--- src/rtl/cmd_proc_pkg.sv ---
// Shared types and field widths for the command processor.
// Opcodes, FSM states and the command/ID byte layout.
package cmd_proc_pkg;

   localparam int ID_W = 6;
   localparam int OP_W = 2;

   typedef enum logic [OP_W-1:0] {
      OP_STOP  = 2'b00,
      OP_GO    = 2'b01,
      OP_RSVD2 = 2'b10,
      OP_RSVD3 = 2'b11
   } opcode_t;

   typedef enum logic {
      IDLE   = 1'b0,
      MOVING = 1'b1
   } state_t;

endpackage

--- src/rtl/cmd_proc_if.sv ---
// Sticky-flag handshakes from the UART receiver and barcode reader.
// Producers assert a ready/valid flag and hold it until the processor pulses the clear.
interface cmd_proc_if;
   import cmd_proc_pkg::*;

   logic                 cmd_rdy;
   logic [7:0]           cmd;
   logic                 clr_cmd_rdy;
   logic                 ID_vld;
   logic [7:0]           ID;
   logic                 clr_ID_vld;

   modport master (
      output cmd_rdy, cmd, ID_vld, ID,
      input  clr_cmd_rdy, clr_ID_vld
   );

   modport slave (
      input  cmd_rdy, cmd, ID_vld, ID,
      output clr_cmd_rdy, clr_ID_vld
   );

endinterface

--- src/rtl/cmd_proc_buzz_gen.sv ---
// Obstacle buzzer: square wave toggling every BUZZ_DIV cycles while en is high.
// Dropping en silences the buzzer and rearms the divider from zero.
module buzz_gen #(
   parameter int BUZZ_DIV = 12500
) (
   input  logic clk,
   input  logic rst_n,
   input  logic en,
   output logic buzz,
   output logic buzz_n
);

   localparam int CW = (BUZZ_DIV > 1) ? $clog2(BUZZ_DIV) : 1;
   localparam logic [CW-1:0] CNT_LAST = CW'(BUZZ_DIV - 1);

   logic [CW-1:0] cnt_reg;
   logic          buzz_reg;

   always_ff @(posedge clk or negedge rst_n) begin
      if (!rst_n) begin
         cnt_reg  <= '0;
         buzz_reg <= 1'b0;
      end else if (!en) begin
         cnt_reg  <= '0;
         buzz_reg <= 1'b0;
      end else if (cnt_reg == CNT_LAST) begin
         cnt_reg  <= '0;
         buzz_reg <= ~buzz_reg;
      end else begin
         cnt_reg  <= cnt_reg + 1'b1;
      end
   end

   assign buzz   = buzz_reg;
   assign buzz_n = ~buzz_reg;

endmodule

--- src/rtl/cmd_proc.sv ---
// Command processor: decodes UART commands into stop/go-to-station requests,
// checks barcode station IDs against the destination and drives motion/buzzer.
module cmd_proc
   import cmd_proc_pkg::*;
#(
   parameter int BUZZ_DIV = 12500
) (
   input  logic             clk,
   input  logic             rst_n,
   cmd_proc_if.slave        bus,
   input  logic             OK2Move,
   output logic             go,
   output logic             in_transit,
   output logic             buzz,
   output logic             buzz_n,
   output logic [ID_W-1:0]  dest_ID
);

   state_t          state_reg;
   logic [ID_W-1:0] dest_id_reg;
   opcode_t         op;
   logic            id_match;

   assign op       = opcode_t'(bus.cmd[7:6]);
   assign id_match = (bus.ID[7:6] == 2'b00) && (bus.ID[5:0] == dest_id_reg);

   // Every byte is consumed the cycle it appears; a command shadows a
   // simultaneous ID while moving so the ID is judged against the new target.
   assign bus.clr_cmd_rdy = bus.cmd_rdy;
   assign bus.clr_ID_vld  = bus.ID_vld && ((state_reg == IDLE) || !bus.cmd_rdy);

   always_ff @(posedge clk or negedge rst_n) begin
      if (!rst_n) begin
         state_reg   <= IDLE;
         dest_id_reg <= '0;
      end else begin
         case (state_reg)
            IDLE: begin
               if (bus.cmd_rdy && op == OP_GO) begin
                  dest_id_reg <= bus.cmd[ID_W-1:0];
                  state_reg   <= MOVING;
               end
            end
            MOVING: begin
               if (bus.cmd_rdy) begin
                  if (op == OP_GO) begin
                     dest_id_reg <= bus.cmd[ID_W-1:0];
                  end else if (op == OP_STOP) begin
                     state_reg <= IDLE;
                  end
               end else if (bus.ID_vld && id_match) begin
                  state_reg <= IDLE;
               end
            end
            default: state_reg <= IDLE;
         endcase
      end
   end

   assign in_transit = (state_reg == MOVING);
   assign go         = in_transit && OK2Move;
   assign dest_ID    = dest_id_reg;

   buzz_gen #(
      .BUZZ_DIV (BUZZ_DIV)
   ) u_buzz_gen (
      .clk    (clk),
      .rst_n  (rst_n),
      .en     (in_transit && !OK2Move),
      .buzz   (buzz),
      .buzz_n (buzz_n)
   );

endmodule

--- src/flat_wrapper.sv ---
// flat-port wrapper written by rule: the top's interface ports become plain ports
module cmd_proc_flat import cmd_proc_pkg::*;
#(
   parameter int BUZZ_DIV = 12500
)
  (clk, rst_n, OK2Move, go, in_transit, buzz, buzz_n, dest_ID, bus_cmd_rdy, bus_cmd, bus_ID_vld, bus_ID, bus_clr_cmd_rdy, bus_clr_ID_vld);
  cmd_proc_if bus_i ();
  input  logic clk;
  input  logic rst_n;
  input  logic OK2Move;
  output logic go;
  output logic in_transit;
  output logic buzz;
  output logic buzz_n;
  output logic [ID_W-1:0] dest_ID;
  input wire logic [$bits(bus_i.cmd_rdy)-1:0] bus_cmd_rdy;
  input wire logic [$bits(bus_i.cmd)-1:0] bus_cmd;
  input wire logic [$bits(bus_i.ID_vld)-1:0] bus_ID_vld;
  input wire logic [$bits(bus_i.ID)-1:0] bus_ID;
  output wire logic [$bits(bus_i.clr_cmd_rdy)-1:0] bus_clr_cmd_rdy;
  output wire logic [$bits(bus_i.clr_ID_vld)-1:0] bus_clr_ID_vld;
  assign bus_i.cmd_rdy = bus_cmd_rdy;
  assign bus_i.cmd = bus_cmd;
  assign bus_i.ID_vld = bus_ID_vld;
  assign bus_i.ID = bus_ID;
  assign bus_clr_cmd_rdy = bus_i.clr_cmd_rdy;
  assign bus_clr_ID_vld = bus_i.clr_ID_vld;
  cmd_proc #(.BUZZ_DIV(BUZZ_DIV)) u_core (.clk(clk), .rst_n(rst_n), .bus(bus_i), .OK2Move(OK2Move), .go(go), .in_transit(in_transit), .buzz(buzz), .buzz_n(buzz_n), .dest_ID(dest_ID));
endmodule
--- config.mk ---
export PLATFORM = sky130hd
export DESIGN_NAME = cmd_proc_flat
export DESIGN_NICKNAME = d
export VERILOG_FILES = /design/src/rtl/cmd_proc_pkg.sv /design/src/rtl/cmd_proc_if.sv /design/src/rtl/cmd_proc_buzz_gen.sv /design/src/rtl/cmd_proc.sv /design/src/flat_wrapper.sv
export SDC_FILE = /design/constraint.sdc
export NUM_CORES = 1
export LEC_CHECK = 0
export CAP_MARGIN = 5
export CORE_AREA = 8 8 67 55
export DETAILED_ROUTE_END_ITERATION = 10
export DIE_AREA = 0 0 75 63
export HOLD_SLACK_MARGIN = 0.06
export PLACE_DENSITY = 0.76
export SKIP_CTS_REPAIR_TIMING = 1
export SLEW_MARGIN = 20
export SYNTH_ARGS = -nofsm -noshare
export SYNTH_HDL_FRONTEND = slang
export SYNTH_SLANG_ARGS = --single-unit
--- constraint.sdc ---
create_clock -name clk -period 2 [get_ports clk]
set_input_delay 0.6 -clock clk [delete_from_list [all_inputs] [get_ports clk]]
set_output_delay 0.6 -clock clk [all_outputs]
set_load 0.1 [all_outputs]
## Word level (Yosys, flattened, before mapping)

Index checks and enable logic that the tools add are counted.

| storage, ports and cells | value |
|---|---|
| register bits after elaboration | 22 |
| bits of input ports | 21 |
| output and inout port bits | 12 |
| logic and storage cells | 40 |

| operators by class | value |
|---|---|
| add/subtract/negate cells | 1 |
| equal/unequal tests | 7 |
| multiplexer cells | 14 |
| bitwise gates (word level) | 2 |
| reduce and logical (&&, ||, !) cells | 12 |

Operator list:

| kind | number |
|---|---|
| 2-to-1 mux 14 bit | 2 |
| 2-to-1 mux 6 bit | 3 |
| adder 14 x 1 -> 14 bit (second input constant) | 1 |
| equality test 14 bit (second input constant) | 1 |
| one-hot mux 6 bit (2 select lines) | 1 |
| 2-to-1 mux 1 bit | 7 |
| equality test 6 bit | 1 |
| logical AND 1 bit | 6 |
| != test 2 bit (second input constant) | 3 |
| zero test 2 bit | 2 |
| AND reduction 3 bit | 1 |
| equality test 2 x 1 -> 1 bit (second input constant) | 1 |
| zero test 1 bit | 2 |
| != test 2 x 1 -> 1 bit (second input constant) | 1 |
| NOT 1 bit | 2 |
| one-hot mux 1 bit (2 select lines) | 1 |
| logical OR 1 bit | 1 |

## Logic depth before layout (Yosys ltp)

Gate-level depths: netlist of run 1.

| logic depth | value |
|---|---|
| depth after elaboration | 6 |
| mapped depth | 6 |
| gate-level depth less buffers | 5 |

## Modules after synthesis

A second synthesis of run 1 with hierarchy kept.

| second synthesis, totals | value |
|---|---|
| cells, all modules | 100 |
| area total of the unflattened synthesis | 1121.1 um2 |

Modules (own cells, without submodules):

| module | instances | cells each | area each (um2) | sequential area each (um2) |
|---|---|---|---|---|
| buzz_gen | 1 | 70 | 753.2 | 375.4 |
| cmd_proc | 1 | 30 | 367.9 | 175.2 |

## Least setup slack after synthesis of run 1

Ideal clock, no wire load.

| path | value |
|---|---|
| kind | reg2out |
| start point | reg u_core.state_reg, in the netlist u_core.in_transit |
| end point | out bus_clr_ID_vld |
| arrival time | 3.119 ns |
| data required time | 1.400 ns |
| setup slack | -1.719 ns |
| cell stages (with the launch flop) | 2 |
| path buffers | 0 |
| path through | dfrtp_1 a21boi_0 |

| between the ends | value |
|---|---|
| word-level cells in the longest chain between the ends | 3 |

RTL lines:

| element | line | RTL |
|---|---|---|
| start: declaration | cmd_proc.sv:19 | `state_t state_reg;` |
| start signal: assignment | cmd_proc.sv:34 | `state_reg <= IDLE;` |
| start signal: assignment | cmd_proc.sv:41 | `state_reg <= MOVING;` |
| start signal: assignment | cmd_proc.sv:49 | `state_reg <= IDLE;` |
| NOT 1 bit | cmd_proc.sv:30 | `assign bus.clr_ID_vld = bus.ID_vld && ((state_reg == IDLE) \|\| !bus.cmd_rdy);` |
| logical OR 1 bit | cmd_proc.sv:30 |  |
| logical AND 1 bit | cmd_proc.sv:30 |  |
| end: declaration | flat_wrapper.sv:21 | `output wire logic [$bits(bus_i.clr_ID_vld)-1:0] bus_clr_ID_vld;` |

Every way passes these cells.

## Worst setup path in the final report of run 1

| path | value |
|---|---|
| start point | reg u_core.u_buzz_gen.cnt_reg[3] |
| end point | reg u_core.u_buzz_gen.cnt_reg[2] |

| between the ends | value |
|---|---|
| word-level cells in the longest chain between the ends | 3 |

RTL lines:

| element | line | RTL |
|---|---|---|
| start: declaration | cmd_proc_buzz_gen.sv:16 | `logic [CW-1:0] cnt_reg;` |
| start signal: assignment | cmd_proc_buzz_gen.sv:30 | `cnt_reg <= cnt_reg + 1'b1;` |
| equality test 14 bit | cmd_proc_buzz_gen.sv:26 | `end else if (cnt_reg == CNT_LAST) begin` |
| 2-to-1 mux 14 bit | cmd_proc_buzz_gen.sv:26 |  |
| 2-to-1 mux 14 bit | cmd_proc_buzz_gen.sv:23 | `end else if (!en) begin` |

Every way passes these cells.
A chain may end at the register's enable or synchronous reset.

==> flow_metrics.tcl, run 1 <==
set metrics [dict create \
    fin_util 0.6359 \
    pwr_density_cell_nw_per_um2 703.9 \
    rsz0062_at_grt "no" \
    ys_seq_elements 22 \
    via_per_inst 5.000 \
    synthTopCellsByArea "dfrtp_1 48%, xor2_1 10%, mux2_2 5.9%" \
    grtUsageTotal 0.1235 \
    antenna_found_initial 0 \
    n_antenna_cell 0 \
    num_io_pins 33 \
    slowest_delay_ps 560 \
    setup_viol 0 \
    grt_pass1_wl_um 4540 \
    tightest_slew_ps 283.1 \
    syn_avg_cell_area_um2 11.51 \
    portBuffers 32 \
    cp.buffers_inverters 0 \
    area_delta_synth_final_pct 50.71 \
    timing.hold.ws_ps 497.2 \
    core_um2 2701 \
    yosysSeqAreaShare 0.4830 \
    die_area_um2 4725 \
    gp_routability_congestion 0.8360 \
    ctsHtreeMaxLevel 1 \
    arrival_ps 2110 \
    seqCellArea_um2 553.0 \
    path_class "reg2reg" \
    finalPower_mw 1.209 \
    rows 17 \
    grt_overflow 0 \
    async_flop_share 1.000 \
    required_ps 2190 \
    synth_top_area_cell "dfrtp_1" \
    clkLatencyLatePin_ps 300 \
    synth_cell_types 27 \
    period_needed_ps 1915 \
    path_clk_slew_ps 120 \
    fmax_ghz 0.5221 \
    fin_crit_sh 0.9577 \
    vias 895 \
    die_w_um 75 \
    drt_iter0_drc 46 \
    critPathSlowestCell "or4_4" \
    drv_slew 0 \
    grt_pass1_vias 906 \
    hold_viol 0 \
    drtAntennaViolNets 0 \
    crit_chain "or4b_1 > or4_4 > nand3b_4 > nor2_1" \
    drc 0 \
    hpwl_um 2215 \
    p_leak_nw 0.7332 \
    synth_common_cells "22 x dfrtp_1, 13 x xor2_1, 10 x nor2_2" \
    grt_max_degree 23 \
    synth-edff-count 0 \
    max_slew_margin 0.8113 \
    nets 165 \
    first_pass_iters 4 \
    syn_area_um2 1140 \
    hp-class "reg2reg" \
    wl_per_cell_um 15.21 \
    status "complete, no violations" \
    drv_cap 0 \
    drive_above_1_share 0.3546 \
    largest_reg_flops 14 \
    cp-start-kind "flop" \
    clock-sinks 22 \
    peakVddDrop_mv 0.4927 \
    wirelength_um 2722 \
    yosysWarningCount 0 \
    cts-root-buf "clkbuf_4" \
    synth_top_area_share 0.4830 \
    cts_buffer_depth 2 \
    skew_ps 6.291 \
    cts_tree "done" \
    synth_cells 99 \
    synth_nets 121 \
    numCtsBuffers 3 \
    critical-path-top-delay-family "simple AND/OR/NAND/NOR gates" \
    multi_input_area_um2 564.3 \
    start_util 0.4220 \
    ys.flop_type "dfrtp_1" \
    fill_cells 224 \
    cp_max_fo 14 \
    die_height_um 63 \
    synth_most_common_cell "dfrtp_1" \
    setup.worst_path.end_class "flop" \
]
layout by cell type, fill, tap and decap left out:
cell	count
nand3b_4	1
or4b_1	1
nand3_1	5
nor3b_1	1
buf_12	12
and2_1	1
nand4_1	7
dlymetal6s2s_1	3
ha_1	1
o31ai_1	1
inv_1	2
nor4_1	1
and4_2	3
nor2_2	10
nor2_1	3
xor2_1	13
dfrtp_1	20
or4_1	2
or4_4	1
mux2_2	6
clkdlybuf4s50_1	17
nand3b_1	1
clkbuf_4	3
a21oi_1	1
dfrtp_2	2
buf_4	9
a21boi_4	1
clkinvlp_4	1
nand2_1	3
xnor2_1	5
and2_4	1
nor4b_1	1
o21ai_0	2
through the flow:
step | instance area (um^2) | TNS (ps) | worst slack, ps | std cells
after floorplan | 1159 | 0 | 84.47 | 99
after global routing | 1718 | 0 | 20.69 | 179
final | 1718 | 0 | 84.69 | 179
after CTS | 1709 | -193.8 | -86.27 | 179
after detailed placement | 1687 | -280.4 | -110.8 | 176
after global placement | 1687 | -161.2 | -58.70 | 176
layer usage:
metal / vias up / routed length (um) / GRT usage
li1: 433 / - / -
met1: 441 / 1198 / 0.1595
met2: 19 / 1424 / 0.1929
met3: 2 / 78 / 0.02244
met4: 0 / 21 / 0.05122
met5: - / 0 / 0
final cells by class:
cell class / instances / share of cell area
timing repair buffer: 41 / 0.3001
multi-input combinational: 72 / 0.3285
clock buffer: 3 / 0.01311
inverter: 3 / 0.008740
sequential: 22 / 0.3219
tap: 38 / 0.02768
power by group:
group / total, mW / internal [mW] / switching, mW / leakage, nW
sequential: 0.518 / 0.473 / 0.0454 / 0.289
combinational: 0.491 / 0.198 / 0.293 / 0.430
clock: 0.200 / 0.0702 / 0.129 / 0.0138
total: 1.21 / 0.741 / 0.468 / 0.733
worst paths after layout:
kind	start	endpoint	slack, ps	cells past startpoint
min in group asynchronous	rst_n	u_core.u_buzz_gen.cnt_reg[12]	630	2
min reg2reg	u_core.u_buzz_gen.cnt_reg[0]	u_core.u_buzz_gen.cnt_reg[0]	500	1
max reg2reg	u_core.u_buzz_gen.cnt_reg[3]	u_core.u_buzz_gen.cnt_reg[2]	80	4
min	u_core.u_buzz_gen.cnt_reg[0]	u_core.u_buzz_gen.cnt_reg[0]	500	1
max	u_core.u_buzz_gen.cnt_reg[3]	u_core.u_buzz_gen.cnt_reg[2]	80	4
max in group asynchronous	rst_n	u_core.in_transit	1130	2
worst reg2reg max path, delay by kind of cell, from the launching register on:
kind | cells | cell delay (ps)
flip-flops | 1 | 410
AND/OR/NAND/NOR | 4 | 1400
logic make-up (layout without fill, tap and decap cells):
group	after synthesis	in the layout	share of synthesized area
xor gates and xnor gates	18	18	0.1383
muxes	6	6	0.05927
buffers and inverters	5	47	0.03403
AOI/OAI and AO/OA	5	5	0.02635
adders and majority gates	1	1	0.01098
and+or+nand+nor	42	42	0.2481
DFF	22	22	0.4830
No activity file was read; power rests on OpenSTA's default activity.
==> run 2, diff against run 1 <==
--- a/config.mk
+++ b/config.mk
@@ -6,11 +6,11 @@
 export NUM_CORES = 1
 export LEC_CHECK = 0
 export CAP_MARGIN = 5
-export CORE_AREA = 8 8 67 55
+export CORE_AREA = 8 8 65 53
 export DETAILED_ROUTE_END_ITERATION = 10
-export DIE_AREA = 0 0 75 63
+export DIE_AREA = 0 0 73 61
 export HOLD_SLACK_MARGIN = 0.06
-export PLACE_DENSITY = 0.76
+export PLACE_DENSITY = 0.81
 export SKIP_CTS_REPAIR_TIMING = 1
 export SLEW_MARGIN = 20
 export SYNTH_ARGS = -nofsm -noshare
==> constraint.sdc (replaced) <==
create_clock -name clk -period 2.3 [get_ports clk]
set_input_delay 0.69 -clock clk [delete_from_list [all_inputs] [get_ports clk]]
set_output_delay 0.69 -clock clk [all_outputs]
set_load 0.1 [all_outputs]
==> run 2 against run 1 <==
Against the previous run:
- final area down 7.7%
- register-to-register slack gained 250 ps
- sequential power decreased by 15%
- critical path depth down 1
- final cell count fell by 3.9%
- total power down 16%
- first-iteration DRC count fell by 39%
- clock skew shrank 5.6 ps
- critical path type is now in2out
- critical endpoint is now bus_clr_ID_vld
- largest cell class unchanged
- highest routed layer unchanged
==> flow_metrics.tcl, run 2 (same netlist as run 1, synthesis figures left out) <==
set metrics [dict create \
    fin_util 0.6438 \
    arrival_ps 1560 \
    portBuffers 32 \
    drv_slew 0 \
    fin_crit_sh 0.9790 \
    largest_reg_flops 14 \
    peakVddDrop_mv 0.3958 \
    met2_usage 0.2224 \
    vias 867 \
    required_ps 1610 \
    drtAntennaViolNets 0 \
    drt_iter0_drc 28 \
    first_pass_iters 4 \
    r2r_slack_ps 330 \
    antenna_found_initial 0 \
    drive_above_1_share 0.3162 \
    met1_usage 0.1538 \
    setup.worst_path.end_class "primary output" \
    use_met3 0.03300 \
    tightest_slew_ps 359.3 \
    fill_cells 195 \
    min_from "u_core.u_buzz_gen.cnt_reg[0]" \
    r2r_cells 4 \
    status "complete, no violations" \
    die_area_um2 4453 \
    wirelength_um 2588 \
    grt_pass1_wl_um 4429 \
    gp_routability_congestion 0.7524 \
    drc 0 \
    num_io_pins 33 \
    numCtsBuffers 3 \
    drv_cap 0 \
    cts-root-buf "clkbuf_4" \
    min_to "u_core.u_buzz_gen.cnt_reg[0]" \
    die_height_um 61 \
    max_slew_margin 0.7598 \
    path_clk_slew_ps 110 \
    fmax_ghz 0.4441 \
    p_leak_nw 0.6625 \
    wl_per_cell_um 15.05 \
    reg2reg_to "u_core.u_buzz_gen.cnt_reg[3]" \
    via_per_inst 5.041 \
    finalNonFillerCells 172 \
    area_delta_synth_final_pct 39.08 \
    n_antenna_cell 0 \
    cp_max_fo 2 \
    die_w_um 73 \
    cp-start-kind "input port" \
    postPlaceCellArea_um2 1546 \
    dp_cells 168 \
    grtUsageTotal 0.1311 \
    start_util 0.4629 \
    rsz0062_at_grt "no" \
    grt_pass1_vias 866 \
    setup_slack_ps 48.39 \
    layout_commonest_cell "dfrtp_1" \
    pwr_density_cell_nw_per_um2 643.9 \
    core_um2 2462 \
    period_needed_ps 2252 \
    grt_overflow 0 \
    fin_tns_setup_ps 0 \
    grt_max_degree 23 \
    cts_tree "done" \
    dp_slack_ps 21.72 \
    clkLatencyLatePin_ps 310 \
    final_design_area_no_fill_um2 1585 \
    clock-sinks 22 \
    grt_busiest_layer "met2" \
    reg2reg_from "u_core.u_buzz_gen.cnt_reg[3]" \
    cts_buffer_depth 2 \
    layout_common_cells "21 x dfrtp_1, 19 x clkdlybuf4s50_1, 13 x xor2_1" \
    nets 159 \
    ctsHtreeMaxLevel 1 \
    hpwl_um 2027 \
    holdPathStages 1 \
    skew_ps 0.6982 \
    hp-class "reg2reg" \
    rows 16 \
    setup_viol 0 \
    path_class "in2out" \
    timing.hold.ws_ps 499.3 \
    hold_viol 0 \
    finalPower_mw 1.021 \
]
## run 2: changes by cell type in the layout (fill, tap and decap cells not counted), sizes merged
cell           delta
clkbuf            +1
inv               +1
clkinvlp          -1
dlymetal6s2s      -2
buf               -6
clkdlybuf4s50     +2
## run 2: report_power, final
| part | switching, mW | internal (mW) |
|---|---|---|
| clock | 0.113 | 0.0968 |
| sequential | 0.0280 | 0.411 |
| combinational | 0.253 | 0.119 |
## run 2: routing by layer
| metal | routed length (um) | vias up | share of wire |
|---|---|---|---|
| met3 | 83 | 2 | 0.032 |
| met1 | 1068 | 429 | 0.41 |
| li1 | - | 425 | - |
| met5 | 0 | - | 0 |
| met2 | 1394 | 11 | 0.54 |
| met4 | 42 | 0 | 0.016 |
## run 2: critical path, cell delays in order
cell	delay (ps)
clkdlybuf4s50_1	480
a21boi_4	200
buf_12	190
## run 2: cell type report
type / count / area [um^2] / share of cell area
tap: 36 / 45.04 / 0.02841
multi-input combinational: 72 / 563.0 / 0.3552
clock buffer: 4 / 36.28 / 0.02289
timing repair buffer: 35 / 377.9 / 0.2384
sequential: 22 / 551.8 / 0.3481
inverter: 3 / 11.26 / 0.007103
## run 2: worst max path at each step
| stage | depth (start not counted) | startpoint | end |
|---|---|---|---|
| finish | 3 | bus_ID_vld | bus_clr_ID_vld |
| global route | 3 | bus_ID_vld | bus_clr_ID_vld |
| CTS | 3 | bus_cmd_rdy | bus_clr_cmd_rdy |
| detailed placement | 3 | bus_cmd_rdy | bus_clr_cmd_rdy |
| global placement | 3 | bus_cmd_rdy | bus_clr_ID_vld |
| floorplan | 1 | u_core.u_buzz_gen.buzz | buzz_n |
